### config.mk
export PLATFORM = sky130hd
export DESIGN_NAME = rtc_timekeeper
export DESIGN_NICKNAME = d
export VERILOG_FILES = /design/src/rtl/rtc_timekeeper.sv
export SDC_FILE = /design/constraint.sdc
export NUM_CORES = 1
export LEC_CHECK = 0
export ABC_AREA = 1
export BUFFER_PORTS_ARGS = -buffer_cell sky130_fd_sc_hd__buf_2
export CORE_UTILIZATION = 30
export DETAILED_ROUTE_END_ITERATION = 16
export GPL_TIMING_DRIVEN = 0
export HOLD_SLACK_MARGIN = 0.05
export PLACE_DENSITY = 0.61
export SETUP_SLACK_MARGIN = 0.02
export SLEW_MARGIN = 20
export SYNTH_ARGS = -nofsm -noshare
export SYNTH_HDL_FRONTEND = slang
export SYNTH_SLANG_ARGS = --single-unit
### constraint.sdc
create_clock -name clk -period 1.4 [get_ports clk]
set_input_delay 0.14 -clock clk [delete_from_list [all_inputs] [get_ports clk]]
set_output_delay 0.14 -clock clk [all_outputs]
set_load 0.03 [all_outputs]
### src/rtl/rtc_timekeeper.sv
// rtc_timekeeper
// ----------------------------------------------------------------------------
// Time-of-day counter (hh:mm:ss) in a single clock domain. Time advances on a
// 1 Hz enable pulse while in run mode. In set mode the field selected by the
// one-hot set_pos can be stepped up or down with wrap, and no carry or borrow
// passes into neighbouring fields. An optional hh:mm alarm comparator raises
// alarm_hit for one cycle when a run-mode tick lands exactly on hh:mm:00.
// day_pulse marks the 23:59:59 -> 00:00:00 rollover.
//
// Ports
//   clk         in   1  system clock, rising edge
//   reset       in   1  asynchronous, active-low reset
//   tick_1hz    in   1  single-cycle 1 Hz enable
//   mode        in   1  0 = run, 1 = set
//   set_pos     in   3  one-hot field select: 100 hour, 010 min, 001 sec
//   inc, dec    in   1  set-mode step pulses for the selected field
//   fmt12       in   1  1 = 12-hour display, 0 = 24-hour display
//   al_we       in   1  alarm write strobe (range-checked)
//   al_hour_in  in   5  alarm hour, 0-23
//   al_min_in   in   6  alarm minute, 0-59
//   alarm_en    in   1  alarm enable
//   sec_out     out  6  seconds (registered)
//   min_out     out  6  minutes (registered)
//   hour_out    out  5  display hour, decoded from hour24 per fmt12
//   hour24_out  out  5  internal hour 0-23 (registered)
//   pm_out      out  1  hour24 >= 12
//   day_pulse   out  1  one-cycle day rollover event (registered)
//   alarm_hit   out  1  one-cycle alarm event (registered)
// ----------------------------------------------------------------------------
module rtc_timekeeper #(
    parameter int unsigned RESET_HOUR = 0,
    parameter int unsigned RESET_MIN  = 0,
    parameter int unsigned RESET_SEC  = 0,
    parameter int unsigned ALARM_EN   = 1
) (
    input  logic       clk,
    input  logic       reset,
    input  logic       tick_1hz,
    input  logic       mode,
    input  logic [2:0] set_pos,
    input  logic       inc,
    input  logic       dec,
    input  logic       fmt12,
    input  logic       al_we,
    input  logic [4:0] al_hour_in,
    input  logic [5:0] al_min_in,
    input  logic       alarm_en,
    output logic [5:0] sec_out,
    output logic [5:0] min_out,
    output logic [4:0] hour_out,
    output logic [4:0] hour24_out,
    output logic       pm_out,
    output logic       day_pulse,
    output logic       alarm_hit
);

    localparam logic [5:0] RST_SEC_C  = 6'(RESET_SEC);
    localparam logic [5:0] RST_MIN_C  = 6'(RESET_MIN);
    localparam logic [4:0] RST_HOUR_C = 5'(RESET_HOUR);

    // Wrapping +/-1 step for a 0..max_v field of 6 bits (seconds, minutes).
    function automatic logic [5:0] step6(input logic [5:0] v,
                                         input logic [5:0] max_v,
                                         input logic       up);
        logic [5:0] r;
        if (up) begin
            r = (v >= max_v) ? 6'd0 : v + 6'd1;
        end else begin
            r = (v == 6'd0) ? max_v : v - 6'd1;
        end
        return r;
    endfunction

    // Wrapping +/-1 step for the 0..23 hour field.
    function automatic logic [4:0] step_hour(input logic [4:0] v,
                                             input logic       up);
        logic [4:0] r;
        if (up) begin
            r = (v >= 5'd23) ? 5'd0 : v + 5'd1;
        end else begin
            r = (v == 5'd0) ? 5'd23 : v - 5'd1;
        end
        return r;
    endfunction

    logic [5:0] sec_r;
    logic [5:0] min_r;
    logic [4:0] hour_r;
    logic       day_pulse_r;
    logic       alarm_hit_r;
    logic [4:0] al_hour_r;
    logic [5:0] al_min_r;
    logic       alarm_active_s;

    logic [5:0] sec_nx_s;
    logic [5:0] min_nx_s;
    logic [4:0] hour_nx_s;
    logic       day_nx_s;
    logic       hit_nx_s;
    logic       run_tick_s;
    logic       set_step_s;
    logic [4:0] hour_disp_s;

    // Tick counts only in run mode; a set step needs exactly one of inc/dec.
    assign run_tick_s = ~mode & tick_1hz;
    assign set_step_s = mode & (inc ^ dec);

    // Next-state for the time fields and the two event pulses.
    always_comb begin
        sec_nx_s  = sec_r;
        min_nx_s  = min_r;
        hour_nx_s = hour_r;
        day_nx_s  = 1'b0;
        hit_nx_s  = 1'b0;
        if (run_tick_s) begin
            // Full carry chain resolves on the same edge.
            if (sec_r == 6'd59) begin
                sec_nx_s = 6'd0;
                if (min_r == 6'd59) begin
                    min_nx_s = 6'd0;
                    if (hour_r == 5'd23) begin
                        hour_nx_s = 5'd0;
                        day_nx_s  = 1'b1;
                    end else begin
                        hour_nx_s = hour_r + 5'd1;
                    end
                end else begin
                    min_nx_s = min_r + 6'd1;
                end
                // Alarm can only match when seconds land on 00; compares
                // against the alarm registers before any same-cycle write.
                hit_nx_s = alarm_active_s &&
                           (min_nx_s == al_min_r) && (hour_nx_s == al_hour_r);
            end else begin
                sec_nx_s = sec_r + 6'd1;
            end
        end else if (set_step_s) begin
            case (set_pos)
                3'b100:  hour_nx_s = step_hour(hour_r, inc);
                3'b010:  min_nx_s  = step6(min_r, 6'd59, inc);
                3'b001:  sec_nx_s  = step6(sec_r, 6'd59, inc);
                default: begin
                    sec_nx_s = sec_r;
                end
            endcase
        end else begin
            sec_nx_s = sec_r;
        end
    end

    // Time and event-pulse registers.
    always_ff @(posedge clk or negedge reset) begin
        if (!reset) begin
            sec_r       <= RST_SEC_C;
            min_r       <= RST_MIN_C;
            hour_r      <= RST_HOUR_C;
            day_pulse_r <= 1'b0;
            alarm_hit_r <= 1'b0;
        end else begin
            sec_r       <= sec_nx_s;
            min_r       <= min_nx_s;
            hour_r      <= hour_nx_s;
            day_pulse_r <= day_nx_s;
            alarm_hit_r <= hit_nx_s;
        end
    end

    generate
        if (ALARM_EN != 0) begin : g_alarm
            logic al_ok_s;

            // A write is accepted only when both fields are in range.
            assign al_ok_s = al_we && (al_hour_in <= 5'd23) && (al_min_in <= 6'd59);
            assign alarm_active_s = alarm_en;

            // Alarm hour/minute registers.
            always_ff @(posedge clk or negedge reset) begin
                if (!reset) begin
                    al_hour_r <= 5'd0;
                    al_min_r  <= 6'd0;
                end else if (al_ok_s) begin
                    al_hour_r <= al_hour_in;
                    al_min_r  <= al_min_in;
                end else begin
                    al_hour_r <= al_hour_r;
                    al_min_r  <= al_min_r;
                end
            end
        end else begin : g_no_alarm
            assign al_hour_r      = 5'd0;
            assign al_min_r       = 6'd0;
            assign alarm_active_s = 1'b0;
        end
    endgenerate

    // 12-hour decode: 0 shows as 12, afternoon hours drop by 12.
    always_comb begin
        hour_disp_s = hour_r;
        if (!fmt12) begin
            hour_disp_s = hour_r;
        end else if (hour_r == 5'd0) begin
            hour_disp_s = 5'd12;
        end else if (hour_r > 5'd12) begin
            hour_disp_s = hour_r - 5'd12;
        end else begin
            hour_disp_s = hour_r;
        end
    end

    assign sec_out    = sec_r;
    assign min_out    = min_r;
    assign hour24_out = hour_r;
    assign hour_out   = hour_disp_s;
    assign pm_out     = (hour_r >= 5'd12);
    assign day_pulse  = day_pulse_r;
    assign alarm_hit  = alarm_hit_r;

endmodule
==> run summary, run 1 <==
Avg WL per Cell: 14.7 um
Reg-to-reg critical path startpoint: hour24_out[2]$_DFFE_PN0P_
Drc violations: 0
Clock tree from TritonCTS: yes
Syn nets: 442
Antenna Cells: 0
Crit path time final: 1790 ps
CP max FO: 5
Syn-to-layout area delta: 65.9%
Leakage: 2.09 nW
Yosys reg bits: 30
Share of cells above drive strength 1: 52.2%
Most used cell, CP: nand3_2
Antenna Nets Post-Route: 0
Initial Util: 30.8%
Sw Share: 49.2%
CP Launch Type: register
Syn Inst Count: 407
Synth warn: 0
Port-buffer cells: 47
Worst Path Arrival: 1650 ps
Hold Fails Final Rpt: 0
Initial antenna violation count: 0
Worst Skew: 5.71 ps
Fin nets: 553
Violated checks: setup timing
H-Tree Depth: 2
Largest net degree at the start of global routing: 31
Slowest-stage cell, CP: dfrtp_2
GR Overflow Total: 0
Slew at the pin closest to its max-slew limit: 733 ps
Worst-skew pair later-pin latency: 280 ps
Hold Crit Start: al_hour_in[1]
Clock share of power: 11.8%
Sink count of the clock tree: 30
Cell Int Power: 4.83 mW
Root Buffer: clkbuf_8
Die area: 9280 um^2
CTS Buffer Depth: 2
Relative slew slack: 51.1%
Worst Path Required: 1260 ps
Seq. cell area: 771 um^2
Sequential Power Share: 16.8%
Critical path's largest stage delay: 460 ps
Hold crit path type: input port to register
# IOs: 48
Pwr Density: 2150 nW/um^2
Max-cap check violation count: 0
Final core utilization: 51.1%
RSZ-0062 raised after global routing: true
Register area share after synthesis: 28.1%
Routability cong.: 0.861
Syn Std Cell Area: 2670 um^2
Syn avg cell area: 6.56 um^2
Vias: 3,192
Area of the multi-input gates: 2260 um^2
Die W: 96.3 um
Fin crit share: 128%
Setup-failing EPs final: 23
Fmax: 0.557 GHz
Distinct cells, synth: 37
Hpwl dp: 5700 um
Status: finished, violations left
Placeable Area: 8680 um^2
Vias in the first global route: 3,082
Rows: 34
Total Wirelength: 9210 um
Worst-path cell chain: inv_4 > ha_4 > nand3_2 > nand3_2 > inv_2 > o211ai_1 > buf_4
Via-per-instance ratio: 5.09
Placed cell area: 3300 um^2
Setup CP Type: register to output pin
Delay-heaviest family, CP: flip-flops
Final worst setup slack: -394 ps
# fillers: 802
DR pass1 iterations: 5
GRT Total Usage: 19.5%
Max VDD drop: 0.663 mV
Design Area, Final: 4430 um^2
Die height: 96.3 um
Count of final max-slew check failures: 0
First-pass GRT wire length: 14,000 um
Combinational Power Share: 71.4%
Crit path launch: hour24_out[1]$_DFFE_PN0P_
Kind of end point of the critical path: output pin
Bufs and invs on worst path: 3
TritonCTS Buffers: 5
Starting DRT DRC Count: 155
CTS clk-pin slew, worst paths: 70 ps
P_sw: 4.67 mW
-- power by group through the flow --
stage	clock (mW)	sequential [mW]	combinational, mW
finish	1.12	1.59	6.79
CTS	1.14	1.54	5.81
global placement	0	1.60	4.34
detailed placement	0	1.61	4.40
global route	1.19	1.63	7.33
floorplan	0	1.95	3.02
-- through the flow --
stage / hold WS [ps] / cells / setup slack, ps / TNS [ps] / power, mW
6_report: 79.6 / 627 / -394 / -3650 / 9.51
5_1_grt: 82.4 / 627 / -481 / -5680 / 10.1
4_1_cts: 73.9 / 613 / -321 / -2640 / 8.49
3_5_place_dp: 250 / 562 / -270 / -3130 / 6.00
3_3_place_gp: 240 / 562 / -248 / -2890 / 5.94
2_1_floorplan: -156 / 407 / -208 / -1450 / 4.97
-- cell usage after synthesis --
| cell type | n | area (um^2) |
|---|---|---|
| a21oi_1 | 27 | 135 |
| a21oi_2 | 1 | 8.76 |
| a21oi_4 | 1 | 16.3 |
| a31oi_1 | 2 | 12.5 |
| buf_1 | 1 | 3.75 |
| buf_12 | 1 | 20.0 |
| buf_2 | 5 | 25.0 |
| buf_4 | 3 | 22.5 |
| buf_6 | 1 | 11.3 |
| clkinv_1 | 1 | 3.75 |
| dfrtp_1 | 30 | 751 |
| ha_1 | 12 | 150 |
| inv_1 | 43 | 161 |
| inv_2 | 3 | 11.3 |
| inv_4 | 1 | 6.26 |
| mux2_2 | 3 | 33.8 |
| nand2_1 | 115 | 432 |
| nand2_2 | 2 | 12.5 |
| nand2_4 | 3 | 33.8 |
| nand3_1 | 50 | 250 |
| nand3_2 | 2 | 20.0 |
| nand3b_1 | 1 | 7.51 |
| nand4_1 | 11 | 68.8 |
| nor2_1 | 38 | 143 |
| nor2_2 | 2 | 12.5 |
| nor2_4 | 2 | 22.5 |
| nor2b_1 | 1 | 6.26 |
| nor3_1 | 2 | 10.0 |
| nor3_2 | 1 | 10.0 |
| o2111ai_1 | 1 | 8.76 |
| o211ai_1 | 3 | 22.5 |
| o21ai_0 | 23 | 115 |
| o21ai_1 | 2 | 10.0 |
| o21ai_2 | 1 | 8.76 |
| o31ai_1 | 1 | 7.51 |
| o32ai_1 | 1 | 8.76 |
| xor2_1 | 10 | 87.6 |
-- path summary, 6_finish.rpt --
kind	slack, ps	to	depth (start not counted)
worst min register to register	540	al_hour_r[2]$_DFFE_PN0P_	2
min in group asynchronous	460	sec_out[5]$_DFFE_PN0P_	2
worst min-delay path	80	al_hour_r[1]$_DFFE_PN0P_	2
worst max register to register	-200	hour24_out[3]$_DFFE_PN0P_	11
worst max-delay path	-390	hour_out[3]	7
max in group asynchronous	420	min_out[4]$_DFFE_PN0P_	2
-- flip-flops by register name, summed over array words and instances, names as in the netlist --
name,count
al_hour_r,5
alarm_hit,1
sec_out,6
al_min_r,6
min_out,6
day_pulse,1
hour24_out,5
-- kinds of logic after synthesis --
logic type / share of synthesized area [%]
buffers and inverters: 9.93
AND/OR/NAND/NOR: 38.5
AO/OA/AOI/OAI: 13.3
XOR/XNOR: 3.28
adder cells (fa/ha/maj): 5.62
flip-flops: 28.1
multiplexers: 1.27
-- repair_timing --
item | in CTS | in global routing
setup endpoints to repair | 24 | 25
gates cloned | 2 | 0
resized for setup | 85 | 79
setup buffers | 41 | 20
hold buffers | 1 | 0
hold endpoints to repair | 30 | 0
pin swaps | 41 | 49
-- layout make-up --
cell class              instances  area share (%)
repair buffers                105            18.3
clock buffers                   6            1.86
flip-flops and latches         30            17.4
plain buffers                   9            1.67
well taps                     108            3.05
clock inverters                 2            1.36
inverters                      48            5.37
multi-input cells             319            51.0
-- cell usage in the layout, fill, tap and decap left out, types with 7 or more instances in the layout --
master   count
a21oi_1     18
a21oi_2      8
buf_2       44
buf_4       40
buf_6       25
dfrtp_1     14
dfrtp_2     16
ha_4        11
inv_1       24
inv_2        8
inv_4       10
nand2_1     79
nand2_2     28
nand2_4     12
nand3_1     32
nand3_2     15
nand4_1     11
nor2_1      31
nor2_4       7
o21ai_1     15
o21ai_2      9
xor2_1       9
-- routing by layer --
| metal | up-vias | wire length [um] | track usage [%] |
|---|---|---|---|
| met1 | 1495 | 4070 | 24.8 |
| met3 | 20 | 472 | 3.08 |
| met5 | - | 0 | 0 |
| met4 | 0 | 184 | 6.37 |
| met2 | 115 | 4480 | 33.4 |
| li1 | 1562 | - | - |
Note: power is estimated with default switching activity, not from simulation.
==> run 2: changes to the inputs <==
--- a/config.mk
+++ b/config.mk
@@ -7,12 +7,14 @@
 export LEC_CHECK = 0
 export ABC_AREA = 1
 export BUFFER_PORTS_ARGS = -buffer_cell sky130_fd_sc_hd__buf_2
+export CORE_MARGIN = 5
 export CORE_UTILIZATION = 30
 export DETAILED_ROUTE_END_ITERATION = 16
 export GPL_TIMING_DRIVEN = 0
 export HOLD_SLACK_MARGIN = 0.05
 export PLACE_DENSITY = 0.61
 export SETUP_SLACK_MARGIN = 0.02
+export SKIP_LAST_GASP = 1
 export SLEW_MARGIN = 20
 export SYNTH_ARGS = -nofsm -noshare
 export SYNTH_HDL_FRONTEND = slang
==> run 2 against run 1 <==
The run still ends with setup timing left. First-iteration DRC count is 26% higher. Non-clock buffer count is 4 lower. Critical path depth stayed put. Register-to-register slack worse by 20 ps. Flip-flop and latch count stayed put. Sequential share of layout area is 0.76 points higher.
==> run summary, run 2 (synthesis results as in run 1) <==
Fmax: 0.560 GHz (+0.54%)
CTS Buffer Depth: 2 (unchanged)
TritonCTS Buffers: 5 (unchanged)
Starting DRT DRC Count: 196 (+26%)
Drc violations: 0 (unchanged)
Initial antenna violation count: 0 (unchanged)
DR pass1 iterations: 4 (-1)
Pwr Density: 2030 nW/um^2 (-5.6%)
Sink count of the clock tree: 30 (unchanged)
Crit path launch: hour24_out[2]$_DFFE_PN0P_
Max VDD drop: 0.560 mV (-16%)
Setup-failing EPs final: 23 (unchanged)
Hpwl dp: 5940 um (+4.2%)
Clock tree from TritonCTS: yes
Most common cell after layout, fill and taps aside: nand2_1
Reg-to-reg critical path startpoint: hour24_out[2]$_DFFE_PN0P_
H-Tree Depth: 2 (unchanged)
RSZ-0062 raised after global routing: true
Final worst setup slack: -385 ps (+9.65 ps)
CP Launch Type: register
Worst Path Arrival: 1640 ps (about the same)
Vias in the first global route: 2,987 (-3.1%)
Reg2reg end: hour24_out[0]$_DFFE_PN0P_
Worst Path Required: 1260 ps (about the same)
Hold Fails Final Rpt: 0 (unchanged)
Rows: 34 (unchanged)
GRT Total Usage: 15.2% (-4.3 points)
Capture point of the worst path: hour_out[3]
Slew at the pin closest to its max-slew limit: 734 ps (+0.0548 ps)
Worst-skew pair later-pin latency: 290 ps (about the same)
Status: finished, violations left
Antenna Cells: 0 (unchanged)
R2R setup slack: -220 ps (-20 ps)
Max-cap check violation count: 0 (unchanged)
Count of final max-slew check failures: 0 (unchanged)
Violated checks: setup timing
Fin crit share: 127% (-0.69 points)
# IOs: 48 (unchanged)
Vias: 3,161 (-0.97%)
Antenna Nets Post-Route: 0 (unchanged)
Commonest non-fill, non-tap cells in the layout: nand2_1, buf_2, buf_4, nand3_1, nor2_1
# fillers: 812 (+1.2%)
Relative slew slack: 51.1% (about the same)
Routability cong.: 0.913 (+6.0%)
Leakage: 2.02 nW (-3.3%)
Final core utilization: 49.0% (-2.1 points)
Crit path time final: 1780 ps (-9.65 ps)
Die height: 104 um (+8.3%)
Share of cells above drive strength 1: 49.3% (-2.9 points)
Avg WL per Cell: 14.1 um (-3.9%)
Root Buffer: clkbuf_8
Setup CP Type: register to output pin
Worst Skew: 10.2 ps (+4.51 ps)
Hold crit path type: input port to register
First-pass GRT wire length: 14,000 um (-0.35%)
Port-buffer cells: 47 (unchanged)
Syn-to-layout area delta: 59.2%
Die W: 104 um (+8.3%)
Via-per-instance ratio: 5.07 (-0.34%)
Initial Util: 30.8% (unchanged)
GR Overflow Total: 0 (unchanged)
Die area: 10,900 um^2 (+17%)
Fin nets: 549 (-0.72%)
CTS clk-pin slew, worst paths: 80 ps (about the same)
R2R cell count: 10 (-1)
Total Wirelength: 8790 um (-4.5%)
Kind of end point of the critical path: output pin
Largest net degree at the start of global routing: 31 (unchanged)
Placeable Area: 8680 um^2 (unchanged)
CP max FO: 3 (-2)
TNS Setup: -3320 ps (+337 ps)
[run 2: changes by cell type in the layout (fill, tap and decap cells not counted), moves of 4 or more]
| cell | previous run | this run |
|---|---|---|
| buf_6 | 25 | 19 |
| nand2_1 | 79 | 90 |
| o21ai_2 | 9 | 5 |
| nand2_2 | 28 | 18 |
[run 2: metrics by stage]
step                power (mW)  hold WS (ps)  instances  cell area (um^2)  setup slack (ps)
finish                    8.61          70.9        623              4250              -385
global route              9.26          75.8        623              4250              -467
CTS                       7.62          68.6        599              3780              -343
detailed placement        6.04           249        562              3300              -273
global placement          5.96           236        562              3300              -254
floorplan                 4.97          -156        407              2930              -208
[run 2: timing repair]
action	4_1_cts	5_1_grt
endpoints found under the setup margin	24	26
resized for setup	46	92
cloned	2	0
hold endpoints to repair	30	0
setup buffers	26	26
hold buffers	1	0
pin swaps	22	52
[run 2: critical path: stages, from the launching register on]
cell and delay (ps):
dfrtp_2 420, buf_6 130, a21oi_2 170, inv_1 120
nand3_4 100, inv_2 50, o211ai_1 180, buf_4 190
[run 2: power breakdown]
group	switching [mW]	internal, mW	total, mW
registers	0.386	1.16	1.55
clock network	0.367	0.395	0.762
logic	3.67	2.63	6.30
total	4.42	4.19	8.61
[run 2: worst min-delay path by stage]
| stage | from | endpoint | slack, ps | cells past startpoint |
|---|---|---|---|---|
| 6_report | al_hour_in[1] | al_hour_r[1]$_DFFE_PN0P_ | 70 | 2 |
| 5_1_grt | al_hour_in[1] | al_hour_r[1]$_DFFE_PN0P_ | 80 | 2 |
| 4_1_cts | al_hour_in[1] | al_hour_r[1]$_DFFE_PN0P_ | 70 | 2 |
| 3_5_place_dp | reset | sec_out[3]$_DFFE_PN0P_ | 250 | 1 |
| 3_3_place_gp | reset | sec_out[3]$_DFFE_PN0P_ | 240 | 1 |
| 2_1_floorplan | reset | al_hour_r[0]$_DFFE_PN0P_ | -160 | 0 |
[run 2: cell type report]
type                       count  area, um^2  share of cell area [%]
tap                          108         135                    3.18
clock inverter                 2        12.5                   0.294
inverter                      48         228                    5.36
buffer                        10        80.1                    1.88
multi-input combinational    319        2200                    51.8
sequential                    30         772                    18.2
clock buffer                   6        82.6                    1.94
timing repair buffer         100         738                    17.4
[run 2: routing by layer]
metal / GRT usage [%] / part of all wire, % / vias up
li1: - / - / 1557
met4: 4.81 / 2.4 / 0
met5: 0 / 0 / -
met2: 24.5 / 48 / 118
met1: 20.3 / 43 / 1464
met3: 3.10 / 6.4 / 22
